--- src/rtl/ibex_dffram_arbiter_if.sv ---
// Request/grant/rvalid bus between the Ibex fetch/LSU ports, the arbiter and the DFFRAM port.
// master = core/RAM environment side, slave = arbiter side.
interface ibex_dffram_arbiter_if #(
  parameter int unsigned ADDR_W = 12
);
  logic              instr_req_i;
  logic [31:0]       instr_addr_i;
  logic              instr_gnt_o;
  logic              instr_rvalid_o;
  logic [31:0]       instr_rdata_o;
  logic              instr_err_o;

  logic              data_req_i;
  logic              data_we_i;
  logic [3:0]        data_be_i;
  logic [31:0]       data_addr_i;
  logic [31:0]       data_wdata_i;
  logic              data_gnt_o;
  logic              data_rvalid_o;
  logic [31:0]       data_rdata_o;
  logic              data_err_o;

  logic              ram_en_o;
  logic [3:0]        ram_we_o;
  logic [ADDR_W-1:0] ram_a_o;
  logic [31:0]       ram_di_o;
  logic [31:0]       ram_do_i;

  modport master (
    output instr_req_i, instr_addr_i,
    input  instr_gnt_o, instr_rvalid_o, instr_rdata_o, instr_err_o,
    output data_req_i, data_we_i, data_be_i, data_addr_i, data_wdata_i,
    input  data_gnt_o, data_rvalid_o, data_rdata_o, data_err_o,
    input  ram_en_o, ram_we_o, ram_a_o, ram_di_o,
    output ram_do_i
  );

  modport slave (
    input  instr_req_i, instr_addr_i,
    output instr_gnt_o, instr_rvalid_o, instr_rdata_o, instr_err_o,
    input  data_req_i, data_we_i, data_be_i, data_addr_i, data_wdata_i,
    output data_gnt_o, data_rvalid_o, data_rdata_o, data_err_o,
    output ram_en_o, ram_we_o, ram_a_o, ram_di_o,
    input  ram_do_i
  );
endinterface

--- src/rtl/ibex_dffram_arbiter.sv ---
// Two-requester arbiter in front of a single-port DFFRAM: data-first priority with a
// fetch anti-starvation override, window decode and a one-cycle registered response.
module ibex_dffram_arbiter #(
  parameter int unsigned ADDR_W    = 12,
  parameter logic [31:0] BASE_ADDR = 32'h0000_0000,
  parameter int unsigned MAX_WAIT  = 4
) (
  input logic clk_i,
  input logic rst_ni,
  ibex_dffram_arbiter_if.slave bus
);
  localparam int unsigned HI       = ADDR_W + 2;
  localparam logic [3:0]  WAIT_LIM = 4'(MAX_WAIT);

  logic       instr_req, data_req;
  logic       instr_in, data_in;
  logic       instr_win, data_win, any_win;
  logic [3:0] wait_cnt;
  logic       resp_valid, resp_owner, resp_err, resp_rd;

  // Requests are masked while in reset so every output reads 0 during reset.
  assign instr_req = bus.instr_req_i & rst_ni;
  assign data_req  = bus.data_req_i  & rst_ni;

  assign instr_in = (bus.instr_addr_i[31:HI] == BASE_ADDR[31:HI]);
  assign data_in  = (bus.data_addr_i[31:HI]  == BASE_ADDR[31:HI]);

  assign instr_win = instr_req & (~data_req | (wait_cnt == WAIT_LIM));
  assign data_win  = data_req & ~instr_win;
  assign any_win   = instr_win | data_win;

  assign bus.instr_gnt_o = instr_win;
  assign bus.data_gnt_o  = data_win;

  assign bus.ram_en_o = (instr_win & instr_in) | (data_win & data_in);
  assign bus.ram_we_o = (data_win & bus.data_we_i & data_in) ? bus.data_be_i : 4'b0;
  assign bus.ram_di_o = rst_ni ? bus.data_wdata_i : 32'h0;
  assign bus.ram_a_o  = !rst_ni   ? '0 :
                        instr_win ? bus.instr_addr_i[HI-1:2] : bus.data_addr_i[HI-1:2];

  always_ff @(posedge clk_i or negedge rst_ni) begin
    if (!rst_ni) begin
      wait_cnt   <= 4'd0;
      resp_valid <= 1'b0;
      resp_owner <= 1'b0;
      resp_err   <= 1'b0;
      resp_rd    <= 1'b0;
    end else begin
      if (!instr_req || instr_win)  wait_cnt <= 4'd0;
      else if (wait_cnt != WAIT_LIM) wait_cnt <= wait_cnt + 4'd1;

      // Overwriting while the previous response is presented is safe: rvalid never stalls.
      resp_valid <= any_win;
      resp_owner <= data_win;
      resp_err   <= instr_win ? ~instr_in : ~data_in;
      resp_rd    <= instr_win ? instr_in : (data_in & ~bus.data_we_i);
    end
  end

  assign bus.instr_rvalid_o = resp_valid & ~resp_owner;
  assign bus.data_rvalid_o  = resp_valid &  resp_owner;
  assign bus.instr_err_o    = bus.instr_rvalid_o & resp_err;
  assign bus.data_err_o     = bus.data_rvalid_o  & resp_err;
  // Gating on the owner's rvalid keeps stale RAM output off the other port.
  assign bus.instr_rdata_o  = (bus.instr_rvalid_o & resp_rd) ? bus.ram_do_i : 32'h0;
  assign bus.data_rdata_o   = (bus.data_rvalid_o  & resp_rd) ? bus.ram_do_i : 32'h0;
endmodule

--- src/flat_wrapper.sv ---
// flat-port wrapper written by rule: the top's interface ports become plain ports
module ibex_dffram_arbiter_flat 
#(
  parameter int unsigned ADDR_W    = 12,
  parameter logic [31:0] BASE_ADDR = 32'h0000_0000,
  parameter int unsigned MAX_WAIT  = 4
)
  (clk_i, rst_ni, bus_instr_req_i, bus_instr_addr_i, bus_instr_gnt_o, bus_instr_rvalid_o, bus_instr_rdata_o, bus_instr_err_o, bus_data_req_i, bus_data_we_i, bus_data_be_i, bus_data_addr_i, bus_data_wdata_i, bus_data_gnt_o, bus_data_rvalid_o, bus_data_rdata_o, bus_data_err_o, bus_ram_en_o, bus_ram_we_o, bus_ram_a_o, bus_ram_di_o, bus_ram_do_i);
  ibex_dffram_arbiter_if #(.ADDR_W(ADDR_W)) bus_i ();
  input logic clk_i;
  input logic rst_ni;
  input wire logic [$bits(bus_i.instr_req_i)-1:0] bus_instr_req_i;
  input wire logic [$bits(bus_i.instr_addr_i)-1:0] bus_instr_addr_i;
  output wire logic [$bits(bus_i.instr_gnt_o)-1:0] bus_instr_gnt_o;
  output wire logic [$bits(bus_i.instr_rvalid_o)-1:0] bus_instr_rvalid_o;
  output wire logic [$bits(bus_i.instr_rdata_o)-1:0] bus_instr_rdata_o;
  output wire logic [$bits(bus_i.instr_err_o)-1:0] bus_instr_err_o;
  input wire logic [$bits(bus_i.data_req_i)-1:0] bus_data_req_i;
  input wire logic [$bits(bus_i.data_we_i)-1:0] bus_data_we_i;
  input wire logic [$bits(bus_i.data_be_i)-1:0] bus_data_be_i;
  input wire logic [$bits(bus_i.data_addr_i)-1:0] bus_data_addr_i;
  input wire logic [$bits(bus_i.data_wdata_i)-1:0] bus_data_wdata_i;
  output wire logic [$bits(bus_i.data_gnt_o)-1:0] bus_data_gnt_o;
  output wire logic [$bits(bus_i.data_rvalid_o)-1:0] bus_data_rvalid_o;
  output wire logic [$bits(bus_i.data_rdata_o)-1:0] bus_data_rdata_o;
  output wire logic [$bits(bus_i.data_err_o)-1:0] bus_data_err_o;
  output wire logic [$bits(bus_i.ram_en_o)-1:0] bus_ram_en_o;
  output wire logic [$bits(bus_i.ram_we_o)-1:0] bus_ram_we_o;
  output wire logic [$bits(bus_i.ram_a_o)-1:0] bus_ram_a_o;
  output wire logic [$bits(bus_i.ram_di_o)-1:0] bus_ram_di_o;
  input wire logic [$bits(bus_i.ram_do_i)-1:0] bus_ram_do_i;
  assign bus_i.instr_req_i = bus_instr_req_i;
  assign bus_i.instr_addr_i = bus_instr_addr_i;
  assign bus_instr_gnt_o = bus_i.instr_gnt_o;
  assign bus_instr_rvalid_o = bus_i.instr_rvalid_o;
  assign bus_instr_rdata_o = bus_i.instr_rdata_o;
  assign bus_instr_err_o = bus_i.instr_err_o;
  assign bus_i.data_req_i = bus_data_req_i;
  assign bus_i.data_we_i = bus_data_we_i;
  assign bus_i.data_be_i = bus_data_be_i;
  assign bus_i.data_addr_i = bus_data_addr_i;
  assign bus_i.data_wdata_i = bus_data_wdata_i;
  assign bus_data_gnt_o = bus_i.data_gnt_o;
  assign bus_data_rvalid_o = bus_i.data_rvalid_o;
  assign bus_data_rdata_o = bus_i.data_rdata_o;
  assign bus_data_err_o = bus_i.data_err_o;
  assign bus_ram_en_o = bus_i.ram_en_o;
  assign bus_ram_we_o = bus_i.ram_we_o;
  assign bus_ram_a_o = bus_i.ram_a_o;
  assign bus_ram_di_o = bus_i.ram_di_o;
  assign bus_i.ram_do_i = bus_ram_do_i;
  ibex_dffram_arbiter #(.ADDR_W(ADDR_W), .BASE_ADDR(BASE_ADDR), .MAX_WAIT(MAX_WAIT)) u_core (.clk_i(clk_i), .rst_ni(rst_ni), .bus(bus_i));
endmodule
--- config.mk ---
export PLATFORM = sky130hd
export DESIGN_NAME = ibex_dffram_arbiter_flat
export DESIGN_NICKNAME = d
export VERILOG_FILES = /design/src/rtl/ibex_dffram_arbiter_if.sv /design/src/rtl/ibex_dffram_arbiter.sv /design/src/flat_wrapper.sv
export SDC_FILE = /design/constraint.sdc
export NUM_CORES = 1
export LEC_CHECK = 0
export BUFFER_PORTS_ARGS = -buffer_cell sky130_fd_sc_hd__clkbuf_2
export CORE_AREA = 2 2 99 101
export DETAILED_ROUTE_END_ITERATION = 7
export DIE_AREA = 0 0 101 103
export PLACE_DENSITY = 0.61
export SLEW_MARGIN = 10
export SYNTH_ARGS = -nofsm -noshare
export SYNTH_HDL_FRONTEND = slang
export SYNTH_SLANG_ARGS = --single-unit
--- constraint.sdc ---
create_clock -name clk_i -period 2.8 [get_ports clk_i]
set_input_delay 0.28 -clock clk_i [delete_from_list [all_inputs] [get_ports clk_i]]
set_output_delay 0.28 -clock clk_i [all_outputs]
set_load 0.01 [all_outputs]
==> results of run 1 <==
## registers in the layout, indices dropped and copies added, names as in the netlist
signal,cells
u_core.wait_cnt,4
u_core.resp_err,1
u_core.resp_owner,1
u_core.resp_rd,1
u_core.resp_valid,1
## stage by stage
stage / util / setup WS, ns / instance area, um2 / std cells / hold slack, ns
final: 0.2885 / 0.5639 / 2729 / 559 / 0.1323
after global routing: 0.2885 / 0.4136 / 2729 / 559 / 0.1687
after CTS: 0.2885 / 0.4943 / 2729 / 559 / 0.1440
after detailed placement: 0.2841 / 0.7331 / 2688 / 556 / 0.3788
after global placement: 0.2841 / 0.8278 / 2688 / 556 / 0.3681
after floorplan: - / 1.079 / 1320 / 203 / -0.01559
## critical path, stage by stage (launching register included)
cell,delay [ns]
dfrtp_1,0.31
buf_4,0.24
and3_1,0.77
and2_1,0.27
clkbuf_2,0.14
## cell usage in the layout, fill, tap and decap left out, drive strengths merged
cell	instances
clkbuf	254
xnor2	1
and2	70
or4	1
buf	4
nand3b	1
o31ai	1
inv	4
and4	1
nor4	7
o21ai	12
nand4	2
and3	36
ha	2
nand2	27
a21oi	1
o211a	1
nor2b	1
nor2	5
nor3	1
xor2	1
nand3	2
dfrtp	8
o21a	2
## layout make-up
cell class	count	area, um2	share of cell area
inverters	4	15.01	0.005502
clock buffers	3	41.29	0.01513
repair buffers	255	1286	0.4713
flip-flops and latches	8	200.2	0.07336
multi-input cells	175	1044	0.3824
well taps	114	142.6	0.05227
## report_power, final
| group | total, mW | switching, mW | internal, mW |
|---|---|---|---|
| clock network | 0.131 | 0.0383 | 0.0925 |
| logic | 0.224 | 0.108 | 0.116 |
| registers | 0.121 | 0.00185 | 0.119 |
## routing by layer
metal,global-route usage,vias to the layer above,part of all wire
li1,-,1160,-
met1,0.1206,963,0.37
met2,0.2328,156,0.53
met3,0.01559,6,0.092
met4,0.02495,0,0.0095
met5,0,-,0
## cell usage after synthesis
| cell type | instances |
|---|---|
| xnor2_1 | 1 |
| nand3b_1 | 1 |
| nand4_1 | 2 |
| or4_4 | 1 |
| xor2_1 | 1 |
| buf_2 | 1 |
| nand3_1 | 2 |
| dfrtp_1 | 8 |
| o31ai_1 | 1 |
| o211a_1 | 1 |
| and3_1 | 36 |
| nor3_4 | 1 |
| clkbuf_1 | 15 |
| nor4_1 | 7 |
| and2_1 | 70 |
| nand2_1 | 27 |
| o21a_1 | 2 |
| a21oi_2 | 1 |
| and4_1 | 1 |
| nor2b_1 | 1 |
| nor2_1 | 5 |
| ha_1 | 2 |
| inv_1 | 4 |
| o21ai_0 | 12 |
## worst max path at each step
stage	start	slack, ns	end
floorplan	u_core.wait_cnt[0]$_DFFE_PN0P_	1.08	bus_ram_a_o[0]
global placement	u_core.resp_rd$_DFF_PN0_	0.83	bus_data_rdata_o[22]
detailed placement	u_core.resp_rd$_DFF_PN0_	0.73	bus_data_rdata_o[22]
CTS	u_core.resp_rd$_DFF_PN0_	0.49	bus_data_rdata_o[22]
global route	u_core.resp_rd$_DFF_PN0_	0.41	bus_data_rdata_o[2]
finish	u_core.resp_rd$_DFF_PN0_	0.56	bus_data_rdata_o[22]
## cells by family after synthesis
family                     count (synthesis)  share of synthesized area
and+or+nand+nor                          154                     0.6815
xor gates and xnor gates                   2                    0.01327
buffers and inverters                     20                    0.05781
DFF                                        8                     0.1517
adders and majority gates                  2                    0.01895
AOI/OAI and AO/OA                         17                    0.07678
==> run metrics, run 1 <==
status=finished, final reports clean; Yosys Warn Count=0; register area share after synthesis=0.1517; io pins=256; final clock skew=0.0009520 ns; # fillers=1025; fmax=447.2 MHz; Max-slew headroom=0.4218; VDD IR max=0.08065 mV; Total GRT Usage=0.1131; deepest clock path buffer count=2; reg2reg end=u_core.resp_err$_DFF_PN0_; reg2reg start=u_core.wait_cnt[0]$_DFFE_PN0P_; Clock Pin Slew Worst Setup and Hold Paths=0.04 ns; final setup vio count=0; Hold Vio Cnt, Final=0; Mapped Avg Cell Area=6.503 um2; CP Data Arrival Time=1.96 ns; share of layout cells above drive strength 1=0.5865; DRT Pass-1 Iters=4; via count=2285; PostCTS Resize Cnt=0; Power Density=174.3 nW/um2; hpwl dp=6023 um; H-tree depth=1; Routed Antenna Nets=0; crit start category=register; Critical Path RT=2.52 ns; Post-CTS Setup Bufs=0; Tcrit/Tclk final=0.7986; Yosys reg bits=8; worst reg2reg setup slack=1.11 ns; Wirelength per Cell=12.02 um; Final TNS setup=0 ns; area grow syn2layout=106.7%; crit path time final=2.236 ns; post-synth top area cell=and2_1; Cells after Synth=203; diodes inserted=0; ranking of synthesized cells by area=and2_1 (33%), and3_1 (17%), dfrtp_1 (15%); via density per instance=4.088; RSZ-0062 raised after global routing=no; Starting Density=0.1396; global route overflow=0; CTS sink count=8; actual slew at the worst max-slew pin=0.8673 ns; leakage=1.788 nW; Setup crit end kind=output port; FP Rows=36; MaxCap Viol Count=0; reg2reg path depth=7; Core ar.=9459 um2; Netlist Area Pre-Place=1320 um2; port bufs=251; Die ar.=10400 um2; Remaining DRCs=0; Final Power=0.4755 mW; Synth top area share=0.3318; crit-path max FO=33; initial antenna violation count=0; final net count=586; CTS Root Buffer Type=clkbuf_8; # hold bufs at CTS=0; die width=101 um; count of pins over their slew limit=0; vias in the first global route=1938; largest net degree at the start of global routing=54; Syn Nets=342; DR iter-0 viols=46; TritonCTS clock tree=yes; final WL=6721 um; HP Class=in -> async; synth unique cells=24; CTS buffer count=3; Clock Latency Late Sink=0.22 ns; Setup CP Type=reg -> out; die height=103 um; first-pass GRT wire length=9349 um; Placer Congestion=0.7440
Power figures use the tool's default switching activity.
==> run 2: changes to the inputs <==
Clock period 2.8 ns to 2.1 ns, I/O delays scaled along.
==> run metrics, run 2 (synthesis results as in run 1) <==
status=finished, final reports clean; Final Instance Count excl. Fillers=562; crit start category=register; commonest non-fill, non-tap cells in the layout=clkbuf_2 (251), and2_1 (70), and3_1 (35), nand2_1 (27), o21ai_0 (9); HP Class=in -> async; Logic pwr share=0.477; final setup vio count=0; Power Density=232.4 nW/um2; Hold Vio Cnt, Final=0; diodes inserted=0; Seq pwr share=0.248; Total GRT Usage=0.1108; reg2reg path depth=8; global route overflow=0; Placer Congestion=0.7742; reg2reg end=u_core.resp_err$_DFF_PN0_; area grow syn2layout=111.8%; DR iter-0 viols=40; post-layout util=0.2955; Routed Antenna Nets=0; Max-slew headroom=0.7156; Setup crit end kind=output port; final clock skew=0.001142 ns; first-pass GRT wire length=9080 um; crit path time final=1.992 ns; count of pins over their slew limit=0; Starting Density=0.1396; leakage=1.807 nW; Setup CP Type=reg -> out; final WL=6869 um; via density per instance=4.126; FP Rows=36; vias in the first global route=1898; actual slew at the worst max-slew pin=0.4266 ns; Final Power=0.6496 mW; Critical Path RT=1.89 ns; final net count=589; DRT Pass-1 Iters=4; fmax=501.9 MHz; internal power=0.4437 mW; MaxCap Viol Count=0; # hold bufs at CTS=0; Clock Pin Slew Worst Setup and Hold Paths=0.04 ns; VDD IR max=0.1553 mV; crit-path max FO=14; io pins=256; die width=101 um; via count=2319; reg2reg start=u_core.wait_cnt[0]$_DFFE_PN0P_; deepest clock path buffer count=2; H-tree depth=1; pre-CTS WS=0.2283 ns; Remaining DRCs=0; initial antenna violation count=0; CTS sink count=8; post-route worst setup slack=0.1076 ns; CP Data Arrival Time=1.78 ns; P_sw=0.2059 mW; Final TNS setup=0 ns; Tcrit/Tclk final=0.9488; Sw Share=0.3169; Largest register FFs=4; CTS buffer count=3; Top reg by flops=u_core.wait_cnt; port bufs=251; share of layout cells above drive strength 1=0.5960; commonest non-fill, non-tap cell in the layout=clkbuf_2; TritonCTS clock tree=yes; Clk pwr share=0.275; Core ar.=9459 um2; worst reg2reg setup slack=0.37 ns; die height=103 um; largest net degree at the start of global routing=53; Clock Latency Late Sink=0.22 ns; Placed Instances=556; Wirelength per Cell=12.22 um; hpwl dp=5970 um; Die ar.=10400 um2; CTS Root Buffer Type=clkbuf_8
## run 2: timing repair
item | in CTS | in global routing
gates resized for setup | 1 | 8
pin swaps | 1 | 2
buffers inserted | 0 | 2
setup endpoints to repair | 1 | 4
endpoints found under the hold margin | 0 | 0
gates cloned | 0 | 1
## run 2: power groups by stage
stage	registers, mW	clock network, mW	logic, mW
detailed placement	0.163	0	0.304
global route	0.162	0.197	0.344
finish	0.161	0.179	0.310
floorplan	0.162	0	0.101
CTS	0.161	0.184	0.305
global placement	0.163	0	0.298
## run 2: area by class of cell
type,count,area [um2]
Inverter,4,15.01
Fill cell,1033,6664
Clock buffer,3,41.29
Timing Repair Buffer,258,1334
Tap cell,114,142.6
Sequential cell,8,200.2
Multi-Input combinational cell,175,1062
## run 2: critical path, cell delays in order (launching register included)
cell       delay, ns
dfrtp_1         0.38
inv_1           0.06
ha_1            0.19
nand3b_1        0.18
a21oi_4         0.09
buf_4           0.15
clkbuf_16       0.16
o21ai_0         0.17
clkbuf_2        0.18
## run 2: metal layers
| layer | wire length [um] | GRT usage |
|---|---|---|
| met5 | 0 | 0 |
| met4 | 0 | 0.01040 |
| met3 | 653 | 0.01898 |
| met2 | 3645 | 0.2328 |
| met1 | 2570 | 0.1177 |
## run 2: how the worst max path moves through the flow
stage / cells past startpoint / slack, ns / to / startpoint
2_1_floorplan: 7 / 0.45 / bus_ram_a_o[0] / u_core.wait_cnt[0]$_DFFE_PN0P_
3_3_place_gp: 8 / 0.25 / bus_ram_en_o / u_core.wait_cnt[0]$_DFFE_PN0P_
3_5_place_dp: 8 / 0.23 / bus_ram_en_o / u_core.wait_cnt[0]$_DFFE_PN0P_
4_1_cts: 8 / 0.03 / bus_ram_en_o / u_core.wait_cnt[0]$_DFFE_PN0P_
5_1_grt: 8 / -0.0006 / bus_ram_en_o / u_core.wait_cnt[1]$_DFFE_PN0P_
6_report: 8 / 0.11 / bus_ram_a_o[2] / u_core.wait_cnt[0]$_DFFE_PN0P_
## run 2: through the flow
step	hold WS, ns	instance area [um2]
floorplan	-0.08559	1320
global placement	0.3145	2688
detailed placement	0.3288	2688
CTS	0.08866	2733
global route	0.1286	2795
finish	0.09376	2795
